<file path="src/rtl/mcs_req_arbiter.sv">
// Round-robin arbiter sharing the MCS GPI1/GPO1 compute channel among NREQ requesters,
// using a toggle handshake on GPI2[0]/GPO2[0]. Optional WAIT timeout: define MCS_ARB_TIMEOUT_EN.
module mcs_req_arbiter #(
    parameter int NREQ    = 4,
    parameter int TIMEOUT = 1023
) (
    input  logic                 clk_fpga,
    input  logic                 reset,
    input  logic [NREQ-1:0]      req,
    input  logic [32*NREQ-1:0]   req_data,
    output logic [NREQ-1:0]      grant,
    output logic [NREQ-1:0]      done,
    output logic [31:0]          result,
    output logic                 timeout_err,
    output logic [31:0]          mcs_gpi1,
    output logic [7:0]           mcs_gpi2,
    input  logic [31:0]          mcs_gpo1,
    input  logic [7:0]           mcs_gpo2
);

    localparam int CW = ((TIMEOUT + 1) > 1024) ? $clog2(TIMEOUT + 1) : 10;
    localparam logic [2:0] LAST_INIT = 3'(NREQ - 1);

    typedef enum logic [1:0] {IDLE, ISSUE, WAIT, DONE} state_t;

    state_t            state_reg;
    logic [NREQ-1:0]   grant_reg;
    logic [NREQ-1:0]   done_reg;
    logic [31:0]       result_reg;
    logic [31:0]       gpi1_reg;
    logic [2:0]        id_reg;
    logic [2:0]        last_reg;
    logic              req_tog_reg;
    logic              ack_q_reg;
    logic              timeout_err_reg;

    logic [7:0]        req_ext;
    logic [31:0]       operand_ext [8];
    logic [NREQ-1:0]   sel_onehot;
    logic              sel_found;
    logic [2:0]        sel_idx;
    logic [2:0]        cand;

    logic [6:0]        unused_gpo2;
    assign unused_gpo2 = mcs_gpo2[7:1];

    assign req_ext = 8'(req);

    // Operands padded to eight slots so a 3-bit index is always in range.
    generate
        for (genvar gi = 0; gi < 8; gi++) begin : g_operand
            if (gi < NREQ) begin : g_used
                assign operand_ext[gi] = req_data[32*gi +: 32];
            end else begin : g_pad
                assign operand_ext[gi] = 32'h0;
            end
        end
        for (genvar gi = 0; gi < NREQ; gi++) begin : g_onehot
            assign sel_onehot[gi] = (sel_idx == 3'(gi));
        end
    endgenerate

    // First active request scanning upward from the requester after the last winner.
    always_comb begin
        sel_found = 1'b0;
        sel_idx   = 3'd0;
        cand      = 3'd0;
        for (int k = 1; k <= NREQ; k++) begin
            cand = 3'((int'(last_reg) + k) % NREQ);
            if (!sel_found && req_ext[cand]) begin
                sel_found = 1'b1;
                sel_idx   = cand;
            end
        end
    end

`ifdef MCS_ARB_TIMEOUT_EN
    logic [CW-1:0] wait_cnt_reg;
`else
    logic [CW-1:0] unused_timeout;
    assign unused_timeout = CW'(TIMEOUT);
`endif

    always_ff @(posedge clk_fpga or negedge reset) begin
        if (!reset) begin
            state_reg       <= IDLE;
            grant_reg       <= '0;
            done_reg        <= '0;
            result_reg      <= 32'h0;
            gpi1_reg        <= 32'h0;
            id_reg          <= 3'd0;
            last_reg        <= LAST_INIT;
            req_tog_reg     <= 1'b0;
            ack_q_reg       <= 1'b0;
            timeout_err_reg <= 1'b0;
`ifdef MCS_ARB_TIMEOUT_EN
            wait_cnt_reg    <= '0;
`endif
        end else begin
            ack_q_reg <= mcs_gpo2[0];
            done_reg  <= '0;
            case (state_reg)
                IDLE: begin
                    if (sel_found) begin
                        grant_reg <= sel_onehot;
                        gpi1_reg  <= operand_ext[sel_idx];
                        id_reg    <= sel_idx;
                        state_reg <= ISSUE;
                    end
                end
                ISSUE: begin
                    req_tog_reg <= ~req_tog_reg;
`ifdef MCS_ARB_TIMEOUT_EN
                    wait_cnt_reg <= '0;
`endif
                    state_reg <= WAIT;
                end
                WAIT: begin
                    if (ack_q_reg == req_tog_reg) begin
                        result_reg <= mcs_gpo1;
                        done_reg   <= grant_reg;
                        state_reg  <= DONE;
                    end
`ifdef MCS_ARB_TIMEOUT_EN
                    else if (wait_cnt_reg == CW'(TIMEOUT)) begin
                        // Realign so a late ack reads as an already-matched channel.
                        result_reg      <= 32'hFFFF_FFFF;
                        timeout_err_reg <= 1'b1;
                        req_tog_reg     <= ack_q_reg;
                        done_reg        <= grant_reg;
                        state_reg       <= DONE;
                    end else begin
                        wait_cnt_reg <= wait_cnt_reg + 1'b1;
                    end
`endif
                end
                DONE: begin
                    grant_reg <= '0;
                    last_reg  <= id_reg;
                    state_reg <= IDLE;
                end
                default: state_reg <= IDLE;
            endcase
        end
    end

    assign grant    = grant_reg;
    assign done     = done_reg;
    assign result   = result_reg;
    assign mcs_gpi1 = gpi1_reg;
    assign mcs_gpi2 = {4'b0000, id_reg, req_tog_reg};
`ifdef MCS_ARB_TIMEOUT_EN
    assign timeout_err = timeout_err_reg;
`else
    assign timeout_err = 1'b0;
`endif

endmodule

</file>
<file path="config.mk">
export PLATFORM = sky130hd
export DESIGN_NAME = mcs_req_arbiter
export DESIGN_NICKNAME = d
export VERILOG_FILES = /design/src/rtl/mcs_req_arbiter.sv
export SDC_FILE = /design/constraint.sdc
export NUM_CORES = 1
export LEC_CHECK = 0
export BUFFER_PORTS_ARGS = -buffer_cell sky130_fd_sc_hd__buf_2
export CAP_MARGIN = 20
export CORE_ASPECT_RATIO = 1.4
export CORE_MARGIN = 2
export CORE_UTILIZATION = 30
export DETAILED_ROUTE_END_ITERATION = 10
export GPL_ROUTABILITY_DRIVEN = 0
export PLACE_DENSITY_LB_ADDON = 0.12
export SLEW_MARGIN = 20
export SYNTH_ARGS = -nofsm -noshare
export SYNTH_HDL_FRONTEND = slang
export SYNTH_SLANG_ARGS = --single-unit
</file>
<file path="constraint.sdc">
create_clock -name clk_fpga -period 3.8 [get_ports clk_fpga]
set_clock_uncertainty 0.05 [all_clocks]
set_input_delay 0 -clock clk_fpga [delete_from_list [all_inputs] [get_ports clk_fpga]]
set_output_delay 0 -clock clk_fpga [all_outputs]
set_load 0.02 [all_outputs]
</file>
Word-level counts from Yosys, hierarchy flattened
Cells that the tools add are included.

Flip-flop bits (word level): 81. Input port bits: 174. Output and inout port bits: 81.

$add $sub $neg: 4. Order comparisons: 5. Equality and inequality tests: 9. Multiplexer cells: 26. Bitwise gates (word level): 6. Reductions and logical operators: 17.

Operators by type and width (number): $bmux W32 S3 (1); $mux W32 (2); $lt A3 B4 Y1 const B (4); $bmux W1 S3 (4); $mux W3 (4); $mux W4 (3); $mux W1 (8); $pmux W2 S4 (1); $pmux W4 S2 (1); $reduce_and A2 Y1 (4); $reduce_or A2 Y1 (4); $eq A3 B2 Y1 const B (2); $add A2 B1 Y2 const B (2); $add A2 B2 Y2 const B (2); $and A1 B1 Y1 const A (4); $eq A2 B2 Y1 const B (2); $ge A4 B4 Y1 const B (1); $mux W2 (2); $ne A2 B2 Y1 const B (2); $not A3 Y4 (1); $eq A3 B1 Y1 const B (1); $logic_and A1 B1 Y1 (3); $logic_not A1 Y1 (3); $logic_not A3 Y1 (1); other kinds (5) (5).

Longest topological paths before layout
Depth in word-level cells: 19. Mapped depth: 8. Depth with buffers taken out: 6.

Worst setup path after synthesis
OpenSTA, ideal clock, no wires.

Kind: reg-to-reg. From: register last_reg[0]. To: register gpi1_reg[10] (netlist: mcs_gpi1[10]). Library setup time: 128 ps. Arrival time: 1648 ps. Required time: 3622 ps. Slack: 1974 ps. Cell stages (with the launch flop): 7. Cells stage by stage: dfstp_2 > nand2b_1 > a21oi_1 > nor3_4 > buf_6 > mux2i_1 > o22ai_1.

Longest elaborated chain between the ends: 19.

RTL lines: start: declaration (RTL line 32) `logic [2:0] last_reg;`; start signal: assignment (RTL line 139) `last_reg <= id_reg;`; $add A2 B1 Y2 (RTL line 69) `cand = 3'((int'(last_reg) + k) % NREQ);`; $reduce_or A2 Y1 (no line); $and A1 B1 Y1 (no line); $bmux W1 S3 (RTL line 70) `if (!sel_found && req_ext[cand]) begin`; $mux W1 (not written as such) (RTL line 70); $mux W1 (RTL line 70); $logic_not A1 Y1 (RTL line 70); $logic_and A1 B1 Y1 (RTL line 70); [2 not listed]; $logic_and A1 B1 Y1 (RTL line 70); $mux W1 (RTL line 70); $logic_not A1 Y1 (RTL line 70); $logic_and A1 B1 Y1 (RTL line 70); $mux W3 (RTL line 70); $not A3 Y4 (not written as such) (RTL line 106) `gpi1_reg <= operand_ext[sel_idx];`; $bmux W32 S3 (RTL line 106); $mux W32 (not written as such) (2 in series) (RTL line 106); end signal: assignment (RTL line 106); end: declaration (RTL line 30) `logic [31:0] gpi1_reg;`.

Parallel ways exist; a longest one is shown, timed or not. The select of a mux whose other input is x is not followed. A chain may end at the register's enable or synchronous reset.

Worst setup path in the final report
From: register last_reg[0]. To: register gpi1_reg[31] (netlist: mcs_gpi1[31]).

The elaborated chain is that of the path after synthesis.

==> run metrics <==
most common cell after layout, fill and taps aside buf_2; wl on met1 5.46 mm; number of diodes 0; met2 routed WL around 7.3 mm; Post-DP Area around 5500 µm²; Clock Tree Buf Depth 2; Tightest Pin Transition 1.04 ns; ANT nets after route 0; Peak VDD IR around 310 µV; YS warnings 0; CP Capture Type register; Via-to-Cell Ratio 4.76; synth unique cells 41; Hold Crit Class in -> async; Crit path arrival time roughly 3.4 ns; Root Driver clkbuf_16; commonest cells after routing, fill and taps aside buf_2, dlygate4sd3_1, dfrtp_1, nor2_1, o21ai_0; HPWL Detailed 9.46 mm; Syn Inst Count just under 400; PnR Total Power 5.53 mW; Vias 4435; GR Util All Layers 18.3%; Layout Utilization 52.6%; Max Fclk 0.312 GHz; Num CTS Buffers 9; highest routed layer met4; total length of routed wires 13.9 mm; P_leak 3.30 nW; RSZ-0062 raised after global routing no; Slew headroom a little under a third; Synth async-reset ratio 100%; metal3 WL roughly 910 µm; share of layout cells above drive strength 1 40.6%; Yosys reg bits 80; Cell Pwr Density 782 nW/µm²; Final period util 84.5%; H-tree depth 3; grt ovf 0; initial antenna violation count 0; Core ar. 13500 µm²; worst skew pair latency 0.34 ns; Reg clk slew, reported paths 0.07 ns; global-route wire length before repair 21.1 mm; CTS sink count 80; routed length per instance 14.9 µm; critical-path maximum fanout 15; NumNets Final 923; Top-Level Pins 255; Worst Path Required roughly 4 ns; final worst path period need 3.21 ns; setup TNS 0 ns; critical path startpoint category register; DR iter-0 viols approximately 170; post-synthesis sequential area ratio 48.3%; site row count 50; number of flops mapped to enable cells by yosys 0; Mapped Area slightly above 4000 µm²; critical path cell sequence nand2b_1, a21oi_1, nor2_2, buf_4, a221oi_1, dlygate4sd3_1, o22ai_1, dlygate4sd3_1; fillers 1241; Final Hold Viols 0; largest net degree at the start of global routing between 80 and 90; Residual DRC 0; WS Path Type reg -> reg; vias in the first global route 4307; CP max-delay cell dlygate4sd3_1; max-cap violations 0; CP most frequent cell dlygate4sd3_1; Initial Utilization 30.8%; Syn-to-layout area delta 70.7%; Slew Limit Fails 0; I/O Buffers 241; post-route cell area 7080 µm²; Post-CTS Setup Bufs 0; CTS tree done; Die Wd 103 µm; Mapped Avg Cell Area 10.8 µm²; Slowest Stage Delay on Critical Path 0.61 ns; status finished clean; Main synth FF type dfrtp_1; Die Area 14800 µm²; Final Setup Violations 0; die height between 100 and 150 µm; Pre-antenna DRT Iters 5
## cells by family after synthesis
| logic type | Yosys count | share of synthesized area, % |
|---|---|---|
| compound gates | 124 | 20.0 |
| fa+ha+maj | 5 | 1.51 |
| simple gates | 68 | 7.82 |
| other cells | 1 | 0.0904 |
| mux | 64 | 16.4 |
| flops | 80 | 48.3 |
| buf+inv | 41 | 5.40 |
| xor+xnor | 2 | 0.423 |
## power by group
part           switching [mW]  internal (mW)
clock                   0.354          0.579
combinational            1.61           1.48
sequential              0.245           1.27
## cells in the mapped netlist, drive strengths merged, types with 4 or more instances
| master | n | area [µm²] |
|---|---|---|
| a21oi | 5 | 25.0 |
| o21ai | 40 | 200 |
| clkbuf | 11 | 45.0 |
| a22o | 6 | 52.6 |
| nand2 | 9 | 36.3 |
| a221oi | 32 | 280 |
| nor2 | 42 | 158 |
| nand2b | 4 | 25.0 |
| dfrtp | 78 | 1950 |
| ha | 5 | 62.6 |
| mux2i | 32 | 320 |
| mux2 | 32 | 360 |
| o22ai | 34 | 213 |
| inv | 8 | 30.0 |
| buf | 22 | 149 |
## repair_timing
item / CTS / global route
gates resized for setup: 0 / 0
hold buffers: 130 / 0
endpoints found under the hold margin: 143 / 0
## layout make-up
| cell class | instances | area, µm² | area share (%) |
|---|---|---|---|
| timing repair buffer | 376 | 2550 | 36.0 |
| sequential | 80 | 2000 | 28.3 |
| multi-input combinational | 269 | 1950 | 27.5 |
| clock buffer | 10 | 229 | 3.23 |
| tap | 182 | 228 | 3.22 |
| clock inverter | 6 | 90.1 | 1.27 |
| inverter | 8 | 30.0 | 0.424 |
## critical path: cells and delay by family (launching register included)
kind / cells / cell delay, ns
AOI/OAI and AO/OA: 3 / 0.38
buffers and inverters: 3 / 1.48
DFF: 1 / 0.59
and+or+nand+nor: 2 / 0.66
## per-stage QoR
| step | hold slack [ns] | worst slack (ns) | cells |
|---|---|---|---|
| floorplan | -0.346 | 1.97 | 390 |
| global placement | 0.0608 | 1.54 | 785 |
| detailed placement | 0.0601 | 1.46 | 785 |
| CTS | 0.212 | 0.580 | 931 |
| global route | 0.257 | 0.350 | 931 |
| finish | 0.218 | 0.591 | 931 |
## layer usage
layer,global-route usage [%],vias to the layer above
li1,-,2159
met1,20.5,2065
met2,33.9,200
met3,3.23,11
met4,6.16,0
met5,0,-
## final timing paths
path | startpoint | endpoint | slack, ns | depth (start not counted)
hold / removal | reset | result[22] | 0.22 | 2
setup / recovery | last_reg[0] | mcs_gpi1[31] | 0.59 | 8
max in group asynchronous | reset | id_reg[0] | 2.93 | 2
min in group clk_fpga | req[1] | grant[1] | 0.23 | 5
hold reg to reg | result[13] | result[13] | 0.45 | 1
setup reg to reg | last_reg[0] | mcs_gpi1[31] | 0.59 | 8
(Power assumes the default switching activity.)
